## src/rtl/uart_rx_fifo_if.sv

```systemverilog
// Bundle of the receiver handshake, CPU read/flush controls and FIFO status.
// The master side drives receiver and CPU inputs; the slave side is the FIFO.
interface uart_rx_fifo_if #(
    parameter int unsigned DEPTH = 4
);
    logic                     rx_valid_in;
    logic [7:0]               rx_data_in;
    logic                     rx_read_out;
    logic                     read_in;
    logic                     flush_in;
    logic [7:0]               data_out;
    logic                     valid_out;
    logic                     full_out;
    logic [$clog2(DEPTH):0]   count_out;
    logic                     irq_level;

    modport master (
        output rx_valid_in, rx_data_in, read_in, flush_in,
        input  rx_read_out, data_out, valid_out, full_out, count_out, irq_level
    );

    modport slave (
        input  rx_valid_in, rx_data_in, read_in, flush_in,
        output rx_read_out, data_out, valid_out, full_out, count_out, irq_level
    );
endinterface

```

## src/rtl/uart_rx_fifo.sv

```systemverilog
// Byte FIFO between the UART receiver and the CPU data register, with a
// level interrupt once THRESH or more bytes are waiting.
module uart_rx_fifo #(
    parameter int unsigned DEPTH  = 4,
    parameter int unsigned THRESH = 1
) (
    input logic             clk,
    input logic             rstn,
    uart_rx_fifo_if.slave   bus
);
    localparam int unsigned PW = $clog2(DEPTH);
    localparam int unsigned CW = PW + 1;

    logic [7:0]    mem [DEPTH];
    logic [PW-1:0] rp;
    logic [PW-1:0] wp;
    logic [CW-1:0] count;
    logic          rx_read;
    logic          full;
    logic          valid;
    logic          push;
    logic          pop;

    assign full  = (count == CW'(DEPTH));
    assign valid = (count != '0);

    // rx_read blocks a second capture while the receiver is still lowering valid.
    assign push = bus.rx_valid_in && !rx_read && !full && !bus.flush_in;
    assign pop  = bus.read_in && valid && !bus.flush_in;

    always_ff @(posedge clk or negedge rstn) begin
        if (!rstn) begin
            rp      <= '0;
            wp      <= '0;
            count   <= '0;
            rx_read <= 1'b0;
        end else begin
            rx_read <= push;
            if (bus.flush_in) begin
                rp    <= '0;
                wp    <= '0;
                count <= '0;
            end else begin
                if (push) begin
                    wp <= wp + 1'b1;
                end
                if (pop) begin
                    rp <= rp + 1'b1;
                end
                if (push && !pop) begin
                    count <= count + 1'b1;
                end else if (pop && !push) begin
                    count <= count - 1'b1;
                end
            end
        end
    end

    // Storage is not reset or cleared by flush; only the pointers matter.
    always_ff @(posedge clk) begin
        if (push) begin
            mem[wp] <= bus.rx_data_in;
        end
    end

    assign bus.rx_read_out = rx_read;
    assign bus.data_out    = valid ? mem[rp] : 8'hFF;
    assign bus.valid_out   = valid;
    assign bus.full_out    = full;
    assign bus.count_out   = count;
    assign bus.irq_level   = (count >= CW'(THRESH));
endmodule

```

## src/flat_wrapper.sv

```systemverilog
// flat-port wrapper written by rule: the top's interface ports become plain ports
module uart_rx_fifo_flat 
#(
    parameter int unsigned DEPTH  = 4,
    parameter int unsigned THRESH = 1
)
  (clk, rstn, bus_rx_valid_in, bus_rx_data_in, bus_read_in, bus_flush_in, bus_rx_read_out, bus_data_out, bus_valid_out, bus_full_out, bus_count_out, bus_irq_level);
  uart_rx_fifo_if #(.DEPTH(DEPTH)) bus_i ();
  input logic clk;
  input logic rstn;
  input wire logic [$bits(bus_i.rx_valid_in)-1:0] bus_rx_valid_in;
  input wire logic [$bits(bus_i.rx_data_in)-1:0] bus_rx_data_in;
  input wire logic [$bits(bus_i.read_in)-1:0] bus_read_in;
  input wire logic [$bits(bus_i.flush_in)-1:0] bus_flush_in;
  output wire logic [$bits(bus_i.rx_read_out)-1:0] bus_rx_read_out;
  output wire logic [$bits(bus_i.data_out)-1:0] bus_data_out;
  output wire logic [$bits(bus_i.valid_out)-1:0] bus_valid_out;
  output wire logic [$bits(bus_i.full_out)-1:0] bus_full_out;
  output wire logic [$bits(bus_i.count_out)-1:0] bus_count_out;
  output wire logic [$bits(bus_i.irq_level)-1:0] bus_irq_level;
  assign bus_i.rx_valid_in = bus_rx_valid_in;
  assign bus_i.rx_data_in = bus_rx_data_in;
  assign bus_i.read_in = bus_read_in;
  assign bus_i.flush_in = bus_flush_in;
  assign bus_rx_read_out = bus_i.rx_read_out;
  assign bus_data_out = bus_i.data_out;
  assign bus_valid_out = bus_i.valid_out;
  assign bus_full_out = bus_i.full_out;
  assign bus_count_out = bus_i.count_out;
  assign bus_irq_level = bus_i.irq_level;
  uart_rx_fifo #(.DEPTH(DEPTH), .THRESH(THRESH)) u_core (.clk(clk), .rstn(rstn), .bus(bus_i));
endmodule
```

## config.mk

```make
export PLATFORM = sky130hd
export DESIGN_NAME = uart_rx_fifo_flat
export DESIGN_NICKNAME = d
export VERILOG_FILES = /design/src/rtl/uart_rx_fifo_if.sv /design/src/rtl/uart_rx_fifo.sv /design/src/flat_wrapper.sv
export SDC_FILE = /design/constraint.sdc
export NUM_CORES = 1
export LEC_CHECK = 0
export CAP_MARGIN = 0
export CELL_PAD_IN_SITES_DETAIL_PLACEMENT = 1
export CELL_PAD_IN_SITES_GLOBAL_PLACEMENT = 1
export CORE_UTILIZATION = 47
export DETAILED_ROUTE_END_ITERATION = 7
export PLACE_DENSITY = 0.83
export SYNTH_ARGS = -nofsm -noshare
export SYNTH_HDL_FRONTEND = slang
export SYNTH_SLANG_ARGS = --single-unit
```

## constraint.sdc

```tcl
create_clock -name clk -period 6.15 [get_ports clk]
set_clock_uncertainty 0.2 [all_clocks]
set_input_delay 1.845 -clock clk [delete_from_list [all_inputs] [get_ports clk]]
set_output_delay 1.845 -clock clk [all_outputs]
set_load 0.1 [all_outputs]
```

==> results_dict.tcl <==
set metrics [dict create \
    synth_ff_type "sky130_fd_sc_hd__edfxtp_1" \
    htreeDepth 2 \
    vias_per_cell 5.34 \
    hold_viol 0 \
    total_neg_setup_slack_ps 0 \
    routed_wire_per_std_cell_um 18.3 \
    fp.dieH_um 64.6 \
    postSynthRegisterBits 40 \
    cts_hold_buffers 0 \
    number_of_global_route_vias_before_repair 1217 \
    cts.reportedPaths.clkPinSlew_ps 70 \
    critPathLaunch "u_core.bus.count_out[0]$_DFFE_PN0P_" \
    gr_usage_total 0.206 \
    rsz_0062_raised_after_global_routing "no" \
    end_kind "output port" \
    global_route.overflow_total 0 \
    vias 1063 \
    hold_path_class "flop to flop" \
    cts_tree "yes" \
    clock_tree.root_cell "sky130_fd_sc_hd__clkbuf_8" \
    hold_start "u_core.wp[1]$_DFFE_PN0P_" \
    async_reset_ff_frac 0.200 \
    pin_count 28 \
    finalNetCount 172 \
    critical-path-max-stage-delay_ps 1130 \
    worst_slew_pin_tran_ps 1000 \
    synthesis.nets 141 \
    cts.repair_timing.setup_buffer_count 0 \
    timing.final.crit_share 0.810 \
    timing.max_slew.rel_slack 0.331 \
    syn_to_final_growth_pct 21.0 \
    drt-initial-drc-count 53 \
    yosys.area.top_type "sky130_fd_sc_hd__edfxtp_1" \
    critical_path.cell_chain "inv_1 > ha_1 > nor2b_1 > or2_2 > clkdlybuf4s50_1" \
    outcome "finished clean" \
    antenna_cells_inserted 0 \
    synthesis.instances 120 \
    start_util 0.496 \
    drt_first_pass_iters 4 \
    max-clock-path-buffers 2 \
    floorplan.rows 22 \
    finalCriticalPeriod_ps 4980 \
    cts_made_buffers 5 \
    ctsResizeCount 0 \
    worst_ep_required_time_ps 4110 \
    routabilityCongestion 0.808 \
    crit_slowest_cell "sky130_fd_sc_hd__clkdlybuf4s50_1" \
    maximum_number_of_pins_on_one_net_before_global_route_repair 12 \
    layout_commonest_cell "sky130_fd_sc_hd__edfxtp_1" \
    grt_pass1_wl_um 5910 \
    rr_startpoint "u_core.bus.count_out[0]$_DFFE_PN0P_" \
    critical-path-top-delay-family "buffers and inverters" \
    floorplan.die_area_mm2 0.00418 \
    n_fill_cell 366 \
    synth_enable_flop_cells 32 \
    worst-setup-path-type "flop to output port" \
    distinct_cell_type_count_after_synthesis 32 \
    dp_hpwl_um 2700 \
    total_wirelength_um 3640 \
    synth_warnings 0 \
    drc_errors_left 0 \
    worstSkewPairLatency_ps 290 \
    clock_sink_count 40 \
    netlist_area_mm2 0.00184 \
    mean_instance_size_in_the_synthesized_netlist_um2 15.4 \
    critical_path_arrival_ps 2940 \
    drive_gt1_frac 0.185 \
    worstSetupStartpointType "flop" \
    antenna_violations_before_repair 0 \
    worst-path-max-fanout 9 \
    route.antenna.remaining_nets 0 \
    core_region_area_mm2 0.00372 \
    path_buf_inv 2 \
    layout.cells.most_common_list "sky130_fd_sc_hd__edfxtp_1, sky130_fd_sc_hd__clkdlybuf4s50_1" \
    synth_sequential_area_ratio 0.630 \
    port_buffers 27 \
    synth_top_area_frac 0.521 \
    synth_top_cells_by_area "sky130_fd_sc_hd__edfxtp_1, sky130_fd_sc_hd__dfrtp_1, sky130_fd_sc_hd__mux4_2" \
    timing.final.setup_violations 0 \
    max_freq_mhz 201 \
    slew_viol_final 0 \
    max-cap-violations 0 \
    fp.dieW_um 64.6 \
]
## metal layers
metal | vias to the layer above | track usage | part of all wire
li1 | 496 | - | -
met3 | 8 | 0.0599 | 0.040
met4 | 0 | 0.111 | 0.023
met2 | 25 | 0.330 | 0.51
met5 | - | 0 | 0
met1 | 534 | 0.251 | 0.42
## state kept, by name (all words and copies together), names as in the netlist
name and count:
u_core.mem 32, u_core.bus.count_out 3, u_core.rp 2, u_core.wp 2
u_core.bus.rx_read_out 1
## Yosys cell counts (2+ instances only)
library cell               count
sky130_fd_sc_hd__xor2_1        3
sky130_fd_sc_hd__nand2b_1      3
sky130_fd_sc_hd__or2_2         8
sky130_fd_sc_hd__nor2_1        7
sky130_fd_sc_hd__nand2_1       6
sky130_fd_sc_hd__a21oi_1       2
sky130_fd_sc_hd__mux2i_1       2
sky130_fd_sc_hd__and2_2        4
sky130_fd_sc_hd__ha_1          8
sky130_fd_sc_hd__edfxtp_1     32
sky130_fd_sc_hd__inv_1         6
sky130_fd_sc_hd__a21o_1        2
sky130_fd_sc_hd__nand3_1       3
sky130_fd_sc_hd__dfrtp_1       8
sky130_fd_sc_hd__nand4_1       2
sky130_fd_sc_hd__mux4_2        8
## through the flow
| stage | util | cell area [µm²] | hold WS, ps | std cells | worst slack, ps |
|---|---|---|---|---|---|
| 2_1_floorplan | - | 1840 | 339 | 120 | 1810 |
| 3_3_place_gp | 0.579 | 2150 | 362 | 192 | 1530 |
| 3_5_place_dp | 0.579 | 2150 | 381 | 192 | 1410 |
| 4_1_cts | 0.600 | 2230 | 392 | 199 | 1080 |
| 5_1_grt | 0.600 | 2230 | 429 | 199 | 976 |
| 6_report | 0.600 | 2230 | 391 | 199 | 1170 |
## path summary, 6_finish.rpt
path                                                        to  cells after the start  slack (ps)
max                                            bus_data_out[3]                      5        1170
min                                   u_core.wp[1]$_DFFE_PN0P_                      2         390
max reg2reg                         u_core.mem[3][1]$_DFFE_PP_                      6        3800
min reg2reg                           u_core.wp[1]$_DFFE_PN0P_                      2         390
max in group asynchronous  u_core.bus.count_out[1]$_DFFE_PN0P_                      1        3820
min in group asynchronous  u_core.bus.count_out[2]$_DFFE_PN0P_                      1        1640
## logic make-up (layout without fill, tap and decap cells)
family / Yosys count / count (layout) / share of synthesized area
flip-flops: 40 / 40 / 0.630
AND/OR/NAND/NOR: 40 / 40 / 0.129
multiplexers: 11 / 11 / 0.115
buffers and inverters: 9 / 40 / 0.0231
adder cells (fa/ha/maj): 8 / 8 / 0.0543
AO/OA/AOI/OAI: 8 / 8 / 0.0299
XOR/XNOR: 4 / 4 / 0.0190
## worst reg2reg max path, stage by stage, from the launching register on
cell and delay (ps):
sky130_fd_sc_hd__dfrtp_1 430, sky130_fd_sc_hd__inv_1 110, sky130_fd_sc_hd__ha_1 270, sky130_fd_sc_hd__nand2_1 200, sky130_fd_sc_hd__inv_1 100, sky130_fd_sc_hd__nor2_1 350, sky130_fd_sc_hd__and2_2 370
## layout make-up
| cell class | instances | area [µm²] | share of cell area |
|---|---|---|---|
| sequential | 40 | 1160 | 0.520 |
| multi-input combinational | 71 | 639 | 0.287 |
| timing repair buffer | 27 | 270 | 0.121 |
| clock buffer | 6 | 72.6 | 0.0325 |
| tap | 48 | 60.1 | 0.0269 |
| inverter | 6 | 22.5 | 0.0101 |
| clock inverter | 1 | 5.00 | 0.00224 |
Power is not shown: default switching activity piles up to over one toggle a cycle in this logic, so the estimate is an artifact.
